$ cat config.mk
export PLATFORM = sky130hd
export DESIGN_NAME = seg_display_ctrl
export DESIGN_NICKNAME = d
export VERILOG_FILES = /design/src/rtl/seg_ctrl_pkg.sv /design/src/rtl/seg_scan_divider.sv /design/src/rtl/seg_display_ctrl.sv
export SDC_FILE = /design/constraint.sdc
export NUM_CORES = 1
export LEC_CHECK = 0
export ABC_CLOCK_PERIOD_IN_PS = 2510
export BUFFER_PORTS_ARGS = -buffer_cell sky130_fd_sc_hd__buf_2
export CORE_ASPECT_RATIO = 1.5
export CORE_MARGIN = 5
export CORE_UTILIZATION = 40
export DETAILED_ROUTE_END_ITERATION = 12
export SYNTH_ARGS = -nofsm -noshare
export SYNTH_HDL_FRONTEND = slang
export SYNTH_SLANG_ARGS = --single-unit
$ cat constraint.sdc
create_clock -name clk -period 2.51 [get_ports clk]
set_clock_uncertainty 0.15 [all_clocks]
set_input_delay 0.502 -clock clk [delete_from_list [all_inputs] [get_ports clk]]
set_output_delay 0.502 -clock clk [all_outputs]
set_load 0.01 [all_outputs]
$ cat src/rtl/seg_ctrl_pkg.sv
// Shared types and constants for the seven-segment display controller.
// Contents: controller state enum, register address map, CTRL bit layout,
// and the STATUS read-back payload.
package seg_ctrl_pkg;

  localparam int unsigned DATA_W = 16;
  localparam int unsigned ADDR_W = 2;
  localparam int unsigned CTRL_W = 3;

  // Display source currently owning the peripheral
  typedef enum logic [1:0] {
    ST_CPU = 2'd0,
    ST_DBG = 2'd1,
    ST_IRQ = 2'd2
  } seg_state_e;

  // Register map
  localparam logic [ADDR_W-1:0] ADDR_DATA   = 2'd0;
  localparam logic [ADDR_W-1:0] ADDR_CTRL   = 2'd1;
  localparam logic [ADDR_W-1:0] ADDR_STATUS = 2'd2;
  localparam logic [ADDR_W-1:0] ADDR_RSVD   = 2'd3;

  // CTRL bit positions; bit 2 is reserved and only stored
  localparam int unsigned CTRL_IRQ_EN = 0;
  localparam int unsigned CTRL_DBG_EN = 1;

  localparam logic [CTRL_W-1:0] CTRL_RST = 3'b011;

  // STATUS read-back word
  typedef struct packed {
    logic [DATA_W-4:0] rsvd;
    seg_state_e        state;
    logic              irq_pending;
  } seg_status_t;

endpackage

$ cat src/rtl/seg_scan_divider.sv
// Scan clock generator: divides clk so that scan_clk toggles once every
// SCAN_DIV cycles (period 2*SCAN_DIV).
// Ports:
//   clk      - system clock
//   reset    - synchronous active-high reset
//   scan_clk - divided scan clock (registered)
module seg_scan_divider #(
  parameter int unsigned SCAN_DIV = 50000
) (
  input  logic clk,
  input  logic reset,
  output logic scan_clk
);

  localparam int unsigned CNT_W = (SCAN_DIV > 1) ? $clog2(SCAN_DIV) : 1;
  localparam logic [CNT_W-1:0] CNT_MAX = CNT_W'(SCAN_DIV - 1);

  logic [CNT_W-1:0] r_cnt;
  logic             r_scan_clk;

  // Half-period counter; wrap and toggle on the terminal count
  always_ff @(posedge clk) begin
    if (reset) begin
      r_cnt      <= '0;
      r_scan_clk <= 1'b0;
    end else if (r_cnt == CNT_MAX) begin
      r_cnt      <= '0;
      r_scan_clk <= ~r_scan_clk;
    end else begin
      r_cnt <= r_cnt + CNT_W'(1);
    end
  end

  assign scan_clk = r_scan_clk;

endmodule

$ cat src/rtl/seg_display_ctrl.sv
// Seven-segment display controller: arbitrates the 16-bit display value
// between the CPU DATA register, a debug requester (valid/ready with a
// hold timer) and a sticky interrupt indication, and generates scan_clk.
// Ports:
//   clk, reset      - system clock, synchronous active-high reset
//   cpu_we/addr/... - CPU register port (DATA, CTRL, STATUS, reserved)
//   cpu_rdata       - combinational read data selected by cpu_addr
//   irq_in          - level interrupt source, rising edge latched
//   dbg_valid/data  - debug display offer
//   dbg_ready       - combinational accept for the debug offer
//   scan_clk        - divided scan clock
//   disp_data       - registered display value
//   disp_interrupt  - registered interrupt-pattern select
module seg_display_ctrl
  import seg_ctrl_pkg::*;
#(
  parameter int unsigned SCAN_DIV    = 50000,
  parameter int unsigned HOLD_CYCLES = 50000000
) (
  input  logic        clk,
  input  logic        reset,
  input  logic        cpu_we,
  input  logic [1:0]  cpu_addr,
  input  logic [15:0] cpu_wdata,
  output logic [15:0] cpu_rdata,
  input  logic        irq_in,
  input  logic        dbg_valid,
  input  logic [15:0] dbg_data,
  output logic        dbg_ready,
  output logic        scan_clk,
  output logic [15:0] disp_data,
  output logic        disp_interrupt
);

  localparam int unsigned HOLD_W = (HOLD_CYCLES > 1) ? $clog2(HOLD_CYCLES) : 1;
  localparam logic [HOLD_W-1:0] HOLD_LOAD = HOLD_W'(HOLD_CYCLES - 1);

  logic [DATA_W-1:0] r_data;
  logic [CTRL_W-1:0] r_ctrl;
  logic              r_irq_pending;
  logic              r_irq_prev;
  seg_state_e        r_state;
  logic [HOLD_W-1:0] r_hold_cnt;
  logic [DATA_W-1:0] r_dbg_val;
  logic [DATA_W-1:0] r_disp_data;
  logic              r_disp_int;

  seg_state_e        w_state_nxt;
  logic [HOLD_W-1:0] w_hold_nxt;
  logic [DATA_W-1:0] w_dbg_val_nxt;
  logic [DATA_W-1:0] w_disp_data_nxt;
  logic              w_disp_int_nxt;
  logic              w_irq_rise;
  logic              w_irq_clr;
  logic              w_irq_pending_nxt;
  logic              w_dbg_ready;
  logic              w_dbg_xfer;
  seg_status_t       w_status;

  seg_scan_divider #(
    .SCAN_DIV (SCAN_DIV)
  ) u_scan_div (
    .clk      (clk),
    .reset    (reset),
    .scan_clk (scan_clk)
  );

  // Interrupt latch: a qualified rising edge beats a same-cycle W1C clear
  assign w_irq_rise = irq_in & ~r_irq_prev & r_ctrl[CTRL_IRQ_EN];
  assign w_irq_clr  = cpu_we & (cpu_addr == ADDR_STATUS) & cpu_wdata[0];

  always_comb begin
    w_irq_pending_nxt = r_irq_pending;
    if (w_irq_clr) begin
      w_irq_pending_nxt = 1'b0;
    end
    if (w_irq_rise) begin
      w_irq_pending_nxt = 1'b1;
    end
  end

  // Debug handshake is refused whenever an interrupt is pending or shown
  assign w_dbg_ready = r_ctrl[CTRL_DBG_EN] & ~r_irq_pending & (r_state != ST_IRQ);
  assign w_dbg_xfer  = dbg_valid & w_dbg_ready;
  assign dbg_ready   = w_dbg_ready;

  // CPU-visible registers
  always_ff @(posedge clk) begin
    if (reset) begin
      r_data        <= '0;
      r_ctrl        <= CTRL_RST;
      r_irq_pending <= 1'b0;
      r_irq_prev    <= 1'b0;
    end else begin
      if (cpu_we && (cpu_addr == ADDR_DATA)) begin
        r_data <= cpu_wdata;
      end
      if (cpu_we && (cpu_addr == ADDR_CTRL)) begin
        r_ctrl <= cpu_wdata[CTRL_W-1:0];
      end
      r_irq_pending <= w_irq_pending_nxt;
      r_irq_prev    <= irq_in;
    end
  end

  // Read mux
  always_comb begin
    w_status             = '0;
    w_status.state       = r_state;
    w_status.irq_pending = r_irq_pending;
    cpu_rdata            = '0;
    case (cpu_addr)
      ADDR_DATA:   cpu_rdata = r_data;
      ADDR_CTRL:   cpu_rdata = DATA_W'(r_ctrl);
      ADDR_STATUS: cpu_rdata = w_status;
      ADDR_RSVD:   cpu_rdata = '0;
      default:     cpu_rdata = '0;
    endcase
  end

  // FSM state, hold timer, captured debug value and display registers
  always_ff @(posedge clk) begin
    if (reset) begin
      r_state     <= ST_CPU;
      r_hold_cnt  <= '0;
      r_dbg_val   <= '0;
      r_disp_data <= '0;
      r_disp_int  <= 1'b0;
    end else begin
      r_state     <= w_state_nxt;
      r_hold_cnt  <= w_hold_nxt;
      r_dbg_val   <= w_dbg_val_nxt;
      r_disp_data <= w_disp_data_nxt;
      r_disp_int  <= w_disp_int_nxt;
    end
  end

  // Next-state and display selection, both from the pre-edge state
  always_comb begin
    w_state_nxt     = r_state;
    w_hold_nxt      = r_hold_cnt;
    w_dbg_val_nxt   = r_dbg_val;
    w_disp_data_nxt = r_disp_data;
    w_disp_int_nxt  = 1'b0;

    // IRQ keeps the last shown digits underneath the interrupt pattern
    case (r_state)
      ST_CPU:  w_disp_data_nxt = r_data;
      ST_DBG:  w_disp_data_nxt = r_dbg_val;
      ST_IRQ:  w_disp_int_nxt  = 1'b1;
      default: w_disp_int_nxt  = 1'b0;
    endcase

    if (r_irq_pending) begin
      w_state_nxt = ST_IRQ;
    end else begin
      case (r_state)
        ST_IRQ: begin
          // Any debug hold that was interrupted is dropped
          w_state_nxt = ST_CPU;
          w_hold_nxt  = '0;
        end
        ST_CPU: begin
          if (w_dbg_xfer) begin
            w_dbg_val_nxt = dbg_data;
            w_hold_nxt    = HOLD_LOAD;
            w_state_nxt   = ST_DBG;
          end
        end
        ST_DBG: begin
          if (!r_ctrl[CTRL_DBG_EN]) begin
            w_state_nxt = ST_CPU;
            w_hold_nxt  = '0;
          end else if (w_dbg_xfer) begin
            w_dbg_val_nxt = dbg_data;
            w_hold_nxt    = HOLD_LOAD;
          end else if (r_hold_cnt == '0) begin
            w_state_nxt = ST_CPU;
          end else begin
            w_hold_nxt = r_hold_cnt - HOLD_W'(1);
          end
        end
        default: begin
          w_state_nxt = ST_CPU;
          w_hold_nxt  = '0;
        end
      endcase
    end
  end

  assign disp_data      = r_disp_data;
  assign disp_interrupt = r_disp_int;

endmodule

# Word level (Yosys, flattened, before mapping)
# Cells that the tools add are included.
# Widths: inputs -> output; s select.
# totals
ff_bits,99
input_bits,39
out_inout_bits,35
word_cells,71
# classes
addsub,2
n_eq_ne,15
mux,19
bitwise,10
reduce_logical,13
# op_table
op,count
$mux 26,4
$pmux 16 s2,2
$pmux 16 s4,1
$pmux 26 s2,1
$mux 16,2
$logic_not 26->1,1
$sub 26x1->26 const B,1
$add 16x1->16 const B,1
$eq 16x16->1 const B,1
$ne 4x4->1 const B,3
$reduce_and 3->1,4
$mux 2,5
$ne 3x3->1 const B,3
$and 1x1->1,7
$eq 2x2->1 const B,3
$ne 2x2->1 const B,3
$eq 2x1->1 const B,2
$logic_not 2->1,2
$pmux 2 s2,1
$reduce_bool 2->1,2
$reduce_or 2->1,2
$mux 1,3
$not 1->1,3
$logic_and 1x1->1,2

# Depth between registers and ports, before layout
# Gate-level depths: netlist of the first run.
# logic_depth
depth_word,8
ltp_mapped,9
depth_no_buf,8

# Cells and area by module
# From an unflattened synthesis of the first run, not the netlist that was laid out.
# unflattened
cells_unflattened,592
hier_area_um2,4753.3
# modules_own_cells
module,n_inst,cells_each,area_each_um2,seq_area_each_um2
seg_display_ctrl,1,509,3998.8,1641.6
seg_scan_divider,1,83,754.5,340.3

# Worst setup path after synthesis of the first run
# No wires, ideal clock.
# synth_timing
path_type,reg2reg
startpoint,register r_hold_cnt[0]
endpoint,register r_hold_cnt[15]
setup_time_ns,0.132
arrival_time_ns,1.766
required_time_ns,2.228
path_slack_ns,0.462
path_stages_with_launch,10
path_buffers,2
synth_period_minus_slack_ns,2.048
path_cell_list,dfxtp_1 inv_1 ha_1 nor4b_1 nand4_2 o31a_1 buf_6 buf_6 mux2i_1 nor3_1
# synth_between
elab_chain_len,5
word_cells_on_any_way,8
classes_between,add/sub (1); eq/ne (1); mux (4); reduce/logical (2)
# synth_lines
element,line,text
from (decl),seg_display_ctrl.sv:43,logic [HOLD_W-1:0] r_hold_cnt;
from (signal assigned),seg_display_ctrl.sv:131,r_hold_cnt <= w_hold_nxt;
$sub 26x1->26,seg_display_ctrl.sv:180,w_hold_nxt = r_hold_cnt - HOLD_W'(1);
$mux 26,seg_display_ctrl.sv:177,end else if (r_hold_cnt == '0) begin
$mux 26,seg_display_ctrl.sv:174,end else if (w_dbg_xfer) begin
$mux 26,seg_display_ctrl.sv:171,if (!r_ctrl[CTRL_DBG_EN]) begin
$pmux 26 s2,seg_display_ctrl.sv:157,case (r_state)
# Parallel ways exist; a longest one is shown, timed or not. The select of a mux whose other input is x is not followed.
# A chain may end at the register's enable or synchronous reset.

# Worst setup path in the final report of the first run
# layout_timing
startpoint,register r_hold_cnt[0]
endpoint,register r_hold_cnt[6]
# The elaborated chain is that of the path after synthesis.

==> metrics.cfg, run 1 <==
[global_route]
grt_pass1_wl_um=20600
grt_use_met3=0.0481
grt_pass1_vias=4306
antenna_found_initial=0
grt_overflow_total=0
grtUsageTotal=0.181
grt_use_met2=0.321
grt_start_max_net_pins=40
grt_util_met1=0.205
grt.busiest_layer=met2

[die]
core_area_um2=11500
num_rows=48
chipHeight_um=142
dieArea_um2=14000
die_w_um=98.1
start_util=0.406
io_pins=74

[timing]
finalHoldViolCount=0
rsz0062_at_grt=false
slew-limit-headroom=0.549
finalSetupViolCount=0
tns_ps=0
drv_slew=0
tightest_slew_ps=671
finalCriticalPeriod_ps=2360
layout_setup_ws_ps=146
clock.fmax_mhz=423
fin_crit_sh=0.942
hold_ws_ps=243

[yosys]
synth.distinct_cells=62
netlist_top_cells_count=99 x dfxtp_1, 87 x nand2_1, 71 x nor2_1, 65 x a21oi_1, 22 x mux2i_1
synth-edff-count=0
synth_fp_nets=605
syn_inst=563
synth_simple_gate_area_frac=0.280
synthAdderAreaFrac=0.00805
yosys-top-cells-area=dfxtp_1 43%, nand2_1 7.0%, a21oi_1 7.0%
synth_top_cell_by_area=dfxtp_1
synthXorXnorAreaFrac=0.0319
synth_top_family_by_area=simple AND/OR/NAND/NOR gates
ys_ff_latch=99
synth-main-ff-cell=dfxtp_1
synth_warnings=0
syn_area_per_cell_um2=8.28
yosys-mux-area-fraction=0.0472
ys_async_sr_fraction=0
yosysMostFrequentCell=dfxtp_1
synth_top_area_share=0.425
syn_area_um2=4660
synth_seq_area_share=0.425
synth_compound_area_frac=0.169

[worst_setup_path]
critPathLaunchType=flop
cp.arrival_ps=2500
r2r-start=r_hold_cnt[0]
critPathRequiredTime_ps=2650
crit_start=r_hold_cnt[0]
cp_max_fo=19
path_class=reg -> reg
end_kind=flop

[power]
p_leak_nw=2.26
seqPwrFrac=0.439
p_total_mw=4.11
p_switching_mw=1.22
power_density_nw_per_um2=737
peakVddDrop_mv=0.380
clkPwrFrac=0.372
sw_frac_of_total=0.296
p_int_mw=2.90
power_frac_comb=0.189

[route]
drcViolationCount=0
routedWlPerCell_um=15.6
drt.antenna.violating_nets=0
num_vias=4278
routed_wirelength_um=12400
dr.pass1.iters=5
viasPerCell=5.39
first_iter_violations=199

[clocking]
cts-resized-gates=0
cts.clk_slew.worst_paths_ps=70
numCtsBuffers=9
postCtsSetupRepairBufs=0
cts.sinks=99
htree_levels=3
cts_buffer_depth=2
holdBufCountCts=0
clk_latency_ps=340
tritoncts=built
cts_root_buf=clkbuf_16

[worst_hold_path]
min_from=dbg_data[6]
hp-class=in -> reg

[placed_design]
post_dp_cell_area_um2=5240
place_hpwl_um=9030
post-place-ws_ps=70.1
place_inst=777
port_buffers=73
gp_congestion=0.926

[finish]
drive_gt1_frac=0.204
n_fill_cell=1115
area_growth_pct=19.6
insertedDiodeCount=0
stdcell_count=793
final_nets=680
fin_util=0.486
fin_area_um2=5580

[status]
outcome=finished, final reports clean

[flow_run]
max-cap-violations=0

sequential cells by signal, indices dropped and copies added (netlist names):
| register | flops |
|---|---|
| r_ctrl | 3 |
| r_state | 2 |
| r_dbg_val | 16 |
| u_scan_div.r_cnt | 16 |
| disp_data | 16 |
| u_scan_div.scan_clk | 1 |
| r_hold_cnt | 26 |
| r_irq_pending | 1 |
| disp_interrupt | 1 |
| r_irq_prev | 1 |
| r_data | 16 |
logic make-up (layout without fill, tap and decap cells):
group	after synthesis	after routing
xor gates and xnor gates	17	17
adders and majority gates	3	3
DFF	99	99
muxes	22	22
and+or+nand+nor	256	256
AOI/OAI and AO/OA	124	124
buffers and inverters	42	122
placed cells by master, fill, tap and decap left out, types with 3 or more instances in the layout:
cell and instances:
a211o_1 3, a211oi_1 3, a21oi_1 65, a22o_1 4, a31oi_1 5, and2_1 14
buf_2 73, buf_4 23, clkbuf_16 9, dfxtp_1 99, ha_1 3, inv_1 9
mux2i_1 22, nand2_1 87, nand2b_1 5, nand3_1 12, nand3b_1 4, nand4_1 5
nor2_1 71, nor2b_1 6, nor3_1 14, nor4_1 3, nor4_2 3, nor4_4 3
o21a_1 3, o21ai_0 10, o22a_1 4, o2bb2ai_1 3, o32ai_1 7, o41ai_1 3
or3_1 6, or4_1 8, xnor2_1 7, xor2_1 10
power by group through the flow:
| stage | Clock [mW] | Sequential, mW | Combinational [mW] |
|---|---|---|---|
| final | 1.53 | 1.81 | 0.779 |
| after global routing | 1.63 | 1.82 | 0.861 |
| after CTS | 1.56 | 1.80 | 0.778 |
| after detailed placement | 0 | 1.84 | 0.775 |
| after global placement | 0 | 1.83 | 0.772 |
| after floorplan | 0 | 1.80 | 0.552 |
layout make-up:
class	count	area, µm²	share of cell area
flip-flops and latches	99	1980	0.355
repair buffers	96	538	0.0965
inverters	10	37.5	0.00673
multi-input cells	422	2500	0.448
well taps	150	188	0.0336
clock buffers	9	225	0.0404
clock inverters	7	109	0.0195
worst max-delay path, stage by stage (launching register included):
cell and delay, ps:
dfxtp_1 340, inv_1 100, ha_1 140, nor4b_1 370, nand4_2 260, o31a_2 530
nor2_2 230, o22a_1 180
final timing paths:
check        cells past startpoint  slack [ps]            end
min reg2reg                      2         300  r_dbg_val[15]
max reg2reg                      7         150  r_hold_cnt[6]
max                              7         150  r_hold_cnt[6]
min                              3         240   r_dbg_val[6]
routing by layer:
layer / vias up / wire length, µm
met3: 24 / 704
met4: 0 / 350
li1: 2123 / -
met1: 2003 / 5060
met5: - / 0
met2: 128 / 6290
Note: power is estimated with default switching activity, not from simulation.
==> inputs of run 2 (changes only) <==
Settings changed: REMOVE_ABC_BUFFERS set to 1, SKIP_CTS_REPAIR_TIMING set to 1.
==> metrics.cfg, run 2 (synthesis gave the netlist of run 1 again) <==
[finish]
final_cell_mix=99 x dfxtp_1, 87 x nand2_1, 73 x buf_2
stdcell_count=795
insertedDiodeCount=0
final_common_cell=dfxtp_1
drive_gt1_frac=0.206
area_growth_pct=18.9
top_register=r_hold_cnt
largest_register_ffs=26
n_fill_cell=1154
final_nets=682
fin_area_um2=5540
fin_util=0.483

[timing]
tns_ps=0
slew-limit-headroom=0.540
rsz0062_at_grt=false
layout_setup_ws_ps=216
clock.fmax_mhz=436
drv_slew=0
hold_ws_ps=235
fin_crit_sh=0.914
tightest_slew_ps=689
finalSetupViolCount=0
finalHoldViolCount=0
finalCriticalPeriod_ps=2290

[die]
start_util=0.406
io_pins=74
chipHeight_um=142
num_rows=48
dieArea_um2=14000
die_w_um=98.1
core_area_um2=11500

[worst_setup_path]
worst_path_max_delay_cell=o31a_2
r2r-start=r_hold_cnt[0]
max_stage_delay_ps=530
rrSetupSlack_ps=220
r2r_end=r_hold_cnt[5]
critPathRequiredTime_ps=2650
cp_max_fo=19
cp.arrival_ps=2440
end_kind=flop
path_depth=7
critPathLaunchType=flop
cp_top_family=simple AND/OR/NAND/NOR gates
cp.buffers_inverters=1
path_class=reg -> reg
worstPathCellList=inv_1 > ha_1 > nor4b_1 > nand4_2 > o31a_2 > nor2_2 > o22a_1
r2r_cells=7

[route]
routed_wirelength_um=12700
first_iter_violations=157
dr.pass1.iters=4
routedWlPerCell_um=15.9
viasPerCell=5.35
num_vias=4254
drcViolationCount=0
drt.antenna.violating_nets=0

[placed_design]
post_dp_cell_area_um2=5260
port_buffers=73
place_inst=779
gp_congestion=0.857
post-place-ws_ps=63.0
place_hpwl_um=9020

[power]
power_density_nw_per_um2=710
p_int_mw=2.70
sw_frac_of_total=0.314
clkPwrFrac=0.343
p_switching_mw=1.24
p_leak_nw=2.26
peakVddDrop_mv=0.556
p_total_mw=3.94
seqPwrFrac=0.459
power_frac_comb=0.199

[clocking]
cts.clk_slew.worst_paths_ps=70
tritoncts=built
clk_latency_ps=350
cts_buffer_depth=2
numCtsBuffers=9
cts.sinks=99
cts_root_buf=clkbuf_16
htree_levels=3

[worst_hold_path]
min_from=cpu_wdata[15]
holdPathStages=3
hp-class=in -> reg
min_to=r_data[15]

[global_route]
grt_pass1_wl_um=21000
grt_start_max_net_pins=42
grtUsageTotal=0.186
grt_pass1_vias=4331
antenna_found_initial=0
grt_overflow_total=0

[flow_run]
max-cap-violations=0

[status]
outcome=finished, final reports clean

==> run 2: layer usage <==
metal	share of wire	routed length, µm	track usage
met4	0.024	306	0.0748
met1	0.40	5010	0.201
met5	0	0	0
met2	0.55	6980	0.354
met3	0.029	367	0.0333
==> run 2: cell type report <==
cell class,count,area [µm²],area share
multi-input combinational,422,2500,0.451
sequential,99,1980,0.358
timing repair buffer,98,553,0.0998
clock buffer,9,225,0.0406
tap,150,188,0.0339
clock inverter,7,58.8,0.0106
inverter,10,37.5,0.00677
==> run 2: power by group through the flow <==
| stage | clock network, mW | registers, mW | logic [mW] |
|---|---|---|---|
| floorplan | 0 | 1.83 | 0.477 |
| global placement | 0 | 1.84 | 0.769 |
| detailed placement | 0 | 1.84 | 0.782 |
| CTS | 1.38 | 1.80 | 0.786 |
| global route | 1.45 | 1.82 | 0.867 |
| finish | 1.35 | 1.81 | 0.782 |
==> run 2: worst max-delay path by stage <==
stage / end / start / slack, ps
4_1_cts: r_hold_cnt[23] / r_hold_cnt[0] / 50
3_5_place_dp: r_hold_cnt[23] / r_hold_cnt[0] / 60
5_1_grt: r_hold_cnt[14] / r_hold_cnt[0] / 40
2_1_floorplan: r_hold_cnt[23] / r_state[1] / -70
6_report: r_hold_cnt[5] / r_hold_cnt[0] / 220
3_3_place_gp: r_hold_cnt[23] / r_hold_cnt[0] / 130
==> run 2: worst reg2reg max path: cells and delay by family, from the launching register on <==
kind	cells	cell delay (ps)
buffers and inverters	1	110
adders and majority gates	1	150
AOI/OAI and AO/OA	2	700
DFF	1	340
and+or+nand+nor	3	780
